### config.mk
export PLATFORM = sky130hd
export DESIGN_NAME = hub75_rx_flat
export DESIGN_NICKNAME = d
export VERILOG_FILES = /design/src/rtl/hub75_rx_if.sv /design/src/rtl/hub75_rx.sv /design/src/flat_wrapper.sv
export SDC_FILE = /design/constraint.sdc
export NUM_CORES = 2
export LEC_CHECK = 0
export BUFFER_PORTS_ARGS = -buffer_cell sky130_fd_sc_hd__buf_4
export CAP_MARGIN = 20
export CORE_MARGIN = 2
export CORE_UTILIZATION = 58
export CTS_BUF_LIST = sky130_fd_sc_hd__clkbuf_8
export CTS_CLUSTER_SIZE = 30
export DETAILED_ROUTE_END_ITERATION = 16
export GPL_TIMING_DRIVEN = 0
export HOLD_SLACK_MARGIN = 0.03
export PLACE_DENSITY_LB_ADDON = 0.08
export SYNTH_ARGS = -nofsm -noshare
export SYNTH_HDL_FRONTEND = slang
export SYNTH_SLANG_ARGS = --single-unit
### constraint.sdc
create_clock -name clk -period 3.9 [get_ports clk]
set_input_delay 0.195 -clock clk [delete_from_list [all_inputs] [get_ports clk]]
set_output_delay 0.195 -clock clk [all_outputs]
set_load 0.005 [all_outputs]
### src/rtl/hub75_rx_if.sv
`default_nettype none
// ============================================================================
//  Module      : hub75_rx_if
//  Description : Pixel stream bundle (valid/ready) leaving the HUB75 receiver.
//  Revision    : 1.0
// ============================================================================
interface hub75_rx_if #(
    parameter int ROW_W = 4,
    parameter int COL_W = 6
);
    logic             px_valid;
    logic             px_ready;
    logic [ROW_W-1:0] px_row;
    logic [COL_W-1:0] px_col;
    logic [2:0]       px_top;
    logic [2:0]       px_btm;
    logic             px_last;

    modport master (
        output px_valid, px_row, px_col, px_top, px_btm, px_last,
        input  px_ready
    );

    modport slave (
        input  px_valid, px_row, px_col, px_top, px_btm, px_last,
        output px_ready
    );
endinterface
`default_nettype wire

### src/rtl/hub75_rx.sv
`default_nettype none
// ============================================================================
//  Module      : hub75_rx
//  Description : HUB75 panel-side receiver; deserialises one row pair per
//                latch and streams it out as pixels over valid/ready.
//  Revision    : 1.0
// ============================================================================
module hub75_rx #(
    parameter int COLS  = 64,
    parameter int ROW_W = 4,
    parameter int COL_W = $clog2(COLS)
) (
    input  wire logic             clk,
    input  wire logic             rst_n,
    input  wire logic             sclk,
    input  wire logic             latch,
    input  wire logic             blank,
    input  wire logic [2:0]       din_top,
    input  wire logic [2:0]       din_btm,
    input  wire logic [ROW_W-1:0] row_sel,
    hub75_rx_if.master            px,
    output logic                  lit,
    output logic                  shift_err,
    output logic                  ovf_err,
    input  wire logic             err_clr
);

    localparam logic [COL_W:0]   c_cols     = (COL_W+1)'(COLS);
    localparam logic [COL_W:0]   c_cnt_max  = '1;
    localparam logic [COL_W-1:0] c_last_col = COL_W'(COLS-1);

    typedef enum logic [0:0] {
        S_IDLE   = 1'b0,
        S_STREAM = 1'b1
    } state_t;

    state_t r_state;

    // Input sampling: control strobes get two stages for edge detection,
    // payload is taken from the first stage so it lines up with the edge.
    logic             r_sclk_q1, r_sclk_q2;
    logic             r_latch_q1, r_latch_q2;
    logic             r_blank_q1;
    logic [2:0]       r_top_q1, r_btm_q1;
    logic [ROW_W-1:0] r_row_q1;

    logic [COLS-1:0][2:0] r_sh_top, r_sh_btm;
    logic [COLS-1:0][2:0] r_snap_top, r_snap_btm;
    logic [COLS-1:0][2:0] w_sh_top_nxt, w_sh_btm_nxt;
    logic [COL_W:0]       r_cnt, w_cnt_nxt;

    logic             r_px_valid, r_px_last;
    logic [ROW_W-1:0] r_px_row;
    logic [COL_W-1:0] r_px_col;
    logic [2:0]       r_px_top, r_px_btm;
    logic             r_lit, r_shift_err, r_ovf_err;

    logic             w_sclk_rise, w_latch_rise;
    logic             w_shift_set, w_ovf_set;
    logic [COL_W-1:0] w_col_inc;

    always_ff @(posedge clk or negedge rst_n) begin
        if (!rst_n) begin
            r_sclk_q1  <= 1'b0;
            r_sclk_q2  <= 1'b0;
            r_latch_q1 <= 1'b0;
            r_latch_q2 <= 1'b0;
            r_blank_q1 <= 1'b0;
            r_top_q1   <= '0;
            r_btm_q1   <= '0;
            r_row_q1   <= '0;
        end else begin
            r_sclk_q1  <= sclk;
            r_sclk_q2  <= r_sclk_q1;
            r_latch_q1 <= latch;
            r_latch_q2 <= r_latch_q1;
            r_blank_q1 <= blank;
            r_top_q1   <= din_top;
            r_btm_q1   <= din_btm;
            r_row_q1   <= row_sel;
        end
    end

    assign w_sclk_rise  = r_sclk_q1 & ~r_sclk_q2;
    assign w_latch_rise = r_latch_q1 & ~r_latch_q2;

    // Shift result for this cycle; a coincident latch snapshots this value,
    // so the bit arriving with the latch is included.
    assign w_sh_top_nxt = w_sclk_rise ? {r_sh_top[COLS-2:0], r_top_q1} : r_sh_top;
    assign w_sh_btm_nxt = w_sclk_rise ? {r_sh_btm[COLS-2:0], r_btm_q1} : r_sh_btm;
    assign w_cnt_nxt    = (w_sclk_rise && (r_cnt != c_cnt_max)) ? r_cnt + 1'b1 : r_cnt;

    assign w_shift_set = w_latch_rise && (r_state == S_IDLE) && (w_cnt_nxt != c_cols);
    assign w_ovf_set   = w_latch_rise && (r_state == S_STREAM);
    assign w_col_inc   = r_px_col + 1'b1;

    always_ff @(posedge clk or negedge rst_n) begin
        if (!rst_n) begin
            r_state     <= S_IDLE;
            r_sh_top    <= '0;
            r_sh_btm    <= '0;
            r_snap_top  <= '0;
            r_snap_btm  <= '0;
            r_cnt       <= '0;
            r_px_valid  <= 1'b0;
            r_px_last   <= 1'b0;
            r_px_row    <= '0;
            r_px_col    <= '0;
            r_px_top    <= '0;
            r_px_btm    <= '0;
            r_lit       <= 1'b0;
            r_shift_err <= 1'b0;
            r_ovf_err   <= 1'b0;
        end else begin
            r_sh_top    <= w_sh_top_nxt;
            r_sh_btm    <= w_sh_btm_nxt;
            r_cnt       <= w_cnt_nxt;
            r_lit       <= ~r_blank_q1;
            // Sticky flags: a new event outranks a simultaneous clear.
            r_shift_err <= w_shift_set | (r_shift_err & ~err_clr);
            r_ovf_err   <= w_ovf_set   | (r_ovf_err   & ~err_clr);

            case (r_state)
                S_IDLE: begin
                    if (w_latch_rise) begin
                        r_snap_top <= w_sh_top_nxt;
                        r_snap_btm <= w_sh_btm_nxt;
                        r_px_row   <= r_row_q1;
                        r_cnt      <= '0;
                        r_px_valid <= 1'b1;
                        r_px_col   <= '0;
                        r_px_top   <= w_sh_top_nxt[0];
                        r_px_btm   <= w_sh_btm_nxt[0];
                        r_px_last  <= (COLS == 1);
                        r_state    <= S_STREAM;
                    end
                end
                S_STREAM: begin
                    if (r_px_valid && px.px_ready) begin
                        if (r_px_col == c_last_col) begin
                            r_px_valid <= 1'b0;
                            r_px_last  <= 1'b0;
                            r_state    <= S_IDLE;
                        end else begin
                            r_px_col  <= w_col_inc;
                            r_px_top  <= r_snap_top[w_col_inc];
                            r_px_btm  <= r_snap_btm[w_col_inc];
                            r_px_last <= (w_col_inc == c_last_col);
                        end
                    end
                end
            endcase
        end
    end

    assign px.px_valid = r_px_valid;
    assign px.px_row   = r_px_row;
    assign px.px_col   = r_px_col;
    assign px.px_top   = r_px_top;
    assign px.px_btm   = r_px_btm;
    assign px.px_last  = r_px_last;
    assign lit         = r_lit;
    assign shift_err   = r_shift_err;
    assign ovf_err     = r_ovf_err;

endmodule
`default_nettype wire

### src/flat_wrapper.sv
// flat-port wrapper written by rule: the top's interface ports become plain ports
module hub75_rx_flat 
#(
    parameter int COLS  = 64,
    parameter int ROW_W = 4,
    parameter int COL_W = $clog2(COLS)
)
  (clk, rst_n, sclk, latch, blank, din_top, din_btm, row_sel, lit, shift_err, ovf_err, err_clr, px_px_valid, px_px_row, px_px_col, px_px_top, px_px_btm, px_px_last, px_px_ready);
  hub75_rx_if #(.ROW_W(ROW_W), .COL_W(COL_W)) px_i ();
  input  wire logic clk;
  input  wire logic rst_n;
  input  wire logic sclk;
  input  wire logic latch;
  input  wire logic blank;
  input  wire logic [2:0] din_top;
  input  wire logic [2:0] din_btm;
  input  wire logic [ROW_W-1:0] row_sel;
  output logic lit;
  output logic shift_err;
  output logic ovf_err;
  input  wire logic err_clr;
  output wire logic [$bits(px_i.px_valid)-1:0] px_px_valid;
  output wire logic [$bits(px_i.px_row)-1:0] px_px_row;
  output wire logic [$bits(px_i.px_col)-1:0] px_px_col;
  output wire logic [$bits(px_i.px_top)-1:0] px_px_top;
  output wire logic [$bits(px_i.px_btm)-1:0] px_px_btm;
  output wire logic [$bits(px_i.px_last)-1:0] px_px_last;
  input wire logic [$bits(px_i.px_ready)-1:0] px_px_ready;
  assign px_px_valid = px_i.px_valid;
  assign px_px_row = px_i.px_row;
  assign px_px_col = px_i.px_col;
  assign px_px_top = px_i.px_top;
  assign px_px_btm = px_i.px_btm;
  assign px_px_last = px_i.px_last;
  assign px_i.px_ready = px_px_ready;
  hub75_rx #(.COLS(COLS), .ROW_W(ROW_W), .COL_W(COL_W)) u_core (.clk(clk), .rst_n(rst_n), .sclk(sclk), .latch(latch), .blank(blank), .din_top(din_top), .din_btm(din_btm), .row_sel(row_sel), .px(px_i), .lit(lit), .shift_err(shift_err), .ovf_err(ovf_err), .err_clr(err_clr));
endmodule
==> run_results.csv <==
group,metric,value,unit
power_and_ir_drop,pwr-share-seq,52.2,%
global_routing,grt_pass1_vias,26200,
yosys,ys_warn_count,0,
timing,setup_viol_count_final,1,
global_routing,overflow,0,
global_routing,antenna_found_initial,2,
setup_path,path_cells,"clkbuf_2 > buf_2 > clkbuf_1 > buf_1 > nand2_1 > nand3_1 > nand4_1 > nand3_1",
route,top_layer,"met4",
finish,area_growth_syn_to_layout,13.6,%
route,avgViaCountPerCell,5.97,
floorplanning,die_h,243,um
hold_path,hold_depth,2,
cts,cts_tree,"done",
placement,pre_cts_slack,-2130,ps
yosys,seq_area_frac_synth,61.4,%
setup_path,path_depth,8,
power_and_ir_drop,swShare,24.3,%
power_and_ir_drop,p_int,12.8,mW
placement,globalplace.congestion,0.917,
setup_path,crit_family,"buffers and inverters",
setup_path,worstPathBufferInverterCount,4,
setup_path,slowest_delay,800,ps
timing,max_freq,254,MHz
timing,slew_headroom,20.8,%
hold_path,min_path_type,"in -> reg",
setup_path,crit_top_cell,"nand3_1",
route,drc_errors,0,
route,m1WireLength,39900,um
route,drt_iter0_markers,3143,
yosys,syn-num-nets,3410,
cts,cts_root_buf,"clkbuf_8",
setup_path,worstPathMaxFanout,10,
cts,clockBufferDepth,3,
status,status,"complete, but fails checks",
floorplanning,die_w,243,um
route,vias,26600,
yosys,postSynthCellCount,3390,
yosys,synth-seq-cells,812,
hold_path,min_to,"u_core.r_btm_q1[1]",
route,drtPass1Iterations,6,
yosys,synth_top_area_share,61.4,%
power_and_ir_drop,leakage,19.1,nW
flow_run,drv_cap,0,
floorplanning,start_util,58.7,%
status,violations,"negative setup slack",
finish,nets,3626,
timing,skew,23.1,ps
floorplanning,rows,87,
timing,slew_viol_final,0,
placement,dpl-instance-area,0.0346,mm2
yosys,yosys-top-cells-area,"dfrtp_1 (61%), nand2_1 (15%), a31oi_1 (7.5%), nor2_1 (4.4%), mux4_2 (4.3%)",
setup_path,r2r_slack,-40,ps
timing,fin_ws,-38.0,ps
timing,min_period_over_period,101,%
cts,clk_latency,800,ps
route,wirelength,94200,um
setup_path,critPathCaptureType,"flop",
setup_path,rr_startpoint,"u_core.px.px_col[0]",
cts,cts_buffers,135,
placement,port_buffers,37,
power_and_ir_drop,p_clk_share,43.4,%
timing,rsz0062_at_grt,"no",
power_and_ir_drop,total_power,16.9,mW
setup_path,r2r_end,"u_core.px.px_btm[1]",
finish,drive_gt1_share,9.20,%
finish,layout_common_cells,"nand2_1 (1303), dfrtp_1 (812), a31oi_1 (398)",
route,ant_nets,0,
power_and_ir_drop,power.switching,4.11,mW
yosys,synthesis.area,0.0331,mm2
setup_path,critPathKind,"reg -> reg",
floorplanning,ios,38,
cts,clock_sinks,812,
cts,post_cts_buffers,0,
setup_path,critPathSlowestCell,"buf_1",
cts,clkTransAtPathRegs,60,ps
global_routing,grt_pass1_wl,148000,um
power_and_ir_drop,pwr-share-comb,4.4,%
global_routing,grt_max_degree,123,
placement,hpwl,63900,um
floorplanning,die-area,0.0590,mm2
global_routing,grt_usage,33.0,%
power_and_ir_drop,max-vdd-ir-drop,0.335,mV
setup_path,cp.arrival,4670,ps
finish,fin_area,0.0376,mm2
route,met2_length,42100,um
timing,worstMarginPinSlew,1190,ps
floorplanning,core,0.0564,mm2
cts,htreeDepth,4,
timing,finalHoldViolations,0,
route,met3WireLength,8440,um
yosys,synth_cell_types,48,
route,post_drt_wl_per_cell,21.2,um
timing,min_period,3940,ps
setup_path,ff2ff_path_depth,8,
yosys,syn_avg_cell_area,9.76,um2
power_and_ir_drop,p_per_area,449,mW/mm2
hold_path,hold_start,"din_btm[1]",
yosys,netlist.top_cell.by_area,"dfrtp_1",
finish,final_common_cell,"nand2_1",
setup_path,worstPathRequired,4630,ps
setup_path,cp-start-kind,"flop",
timing,holdWs,69.1,ps
-- how the worst max path moves through the flow --
stage / from / to / slack, ps
2_1_floorplan: u_core.px.px_col[0] / u_core.px.px_btm[2] / 820
3_3_place_gp: rst_n / u_core.r_snap_top[60] / -6290
4_1_cts: u_core.px.px_col[0] / u_core.px.px_btm[1] / 120
3_5_place_dp: u_core.px.px_col[0] / u_core.px.px_btm[1] / -2130
6_report: u_core.px.px_col[0] / u_core.px.px_btm[1] / -40
5_1_grt: u_core.px.px_col[1] / u_core.px.px_btm[0] / 20
-- registers in the layout, indices dropped and copies added (netlist names), 3 cells and up --
register           flops
u_core.r_snap_btm    192
u_core.px.px_top       3
u_core.r_btm_q1        3
u_core.r_sh_btm      192
u_core.r_top_q1        3
u_core.px.px_col       6
u_core.r_cnt           7
u_core.px.px_btm       3
u_core.r_snap_top    192
u_core.r_row_q1        4
u_core.r_sh_top      192
u_core.px.px_row       4
-- stage by stage --
| step | std cells | setup TNS (ps) | utilization [%] |
|---|---|---|---|
| floorplan | 3390 | 0 | - |
| global placement | 4183 | -5028460 | 60.9 |
| detailed placement | 4195 | -13540 | 61.4 |
| CTS | 4451 | 0 | 66.7 |
| global route | 4452 | 0 | 66.7 |
| finish | 4453 | -38.0 | 66.7 |
-- power by group through the flow --
stage	sequential [mW]	combinational, mW	clock, mW
2_1_floorplan	8.92	0.380	0
3_3_place_gp	8.96	0.663	0
3_5_place_dp	8.97	0.717	0
4_1_cts	8.82	0.746	7.42
5_1_grt	8.85	0.853	7.81
6_report	8.83	0.740	7.33
-- cells in the mapped netlist, drive strengths merged --
| library cell | instances |
|---|---|
| o41ai | 2 |
| buf | 34 |
| or3b | 2 |
| xor2 | 6 |
| or4b | 3 |
| mux4 | 72 |
| xnor2 | 7 |
| nand3 | 55 |
| a31oi | 398 |
| a41oi | 1 |
| nand4 | 6 |
| o21ai | 6 |
| o22ai | 1 |
| o211ai | 1 |
| mux2i | 21 |
| a21o | 10 |
| ha | 3 |
| nand2b | 2 |
| nor3b | 1 |
| nand2 | 1303 |
| nor3 | 5 |
| a21oi | 13 |
| a32o | 1 |
| a22o | 3 |
| nand3b | 3 |
| o31ai | 1 |
| mux2 | 1 |
| a32oi | 20 |
| dfrtp | 812 |
| a311oi | 1 |
| and2 | 3 |
| clkbuf | 184 |
| or4 | 1 |
| nor2b | 2 |
| or2 | 1 |
| a211oi | 1 |
| a31o | 2 |
| and3 | 7 |
| nor2 | 389 |
| inv | 6 |
-- routing by layer --
metal | track usage [%] | vias up
met5 | 0 | -
met2 | 48.7 | 1158
met1 | 46.6 | 13300
li1 | - | 11900
met3 | 8.41 | 222
met4 | 14.6 | 0
-- kinds of logic after synthesis --
kind of cell	share of synthesized area (%)
and+or+nand+nor	20.7
adders and majority gates	0.113
xor gates and xnor gates	0.367
buffers and inverters	2.80
DFF	61.4
muxes	5.67
AOI/OAI and AO/OA	8.92
-- worst reg2reg max path: cells and delay by family (launching register included) --
family	cells	cell delay (ps)
and+or+nand+nor	4	650
DFF	1	490
buffers and inverters	4	2740
-- final cells by class --
cell class	instances	area (um2)
Clock inverter	58	290
Fill cell	4624	18800
Inverter	6	22.5
Multi-Input combinational cell	2354	11900
Antenna cell	2	5.00
Tap cell	756	946
Sequential cell	812	20300
Clock buffer	168	2310
Buffer	218	938
Timing Repair Buffer	79	876
-- repair_timing --
action / CTS / global route
hold buffers: 30 / 0
endpoints found under the hold margin: 210 / 0
gates resized for setup: 25 / 7
setup endpoints to repair: 8 / 2
pin swaps: 0 / 1
Note: power is estimated with default switching activity, not from simulation.
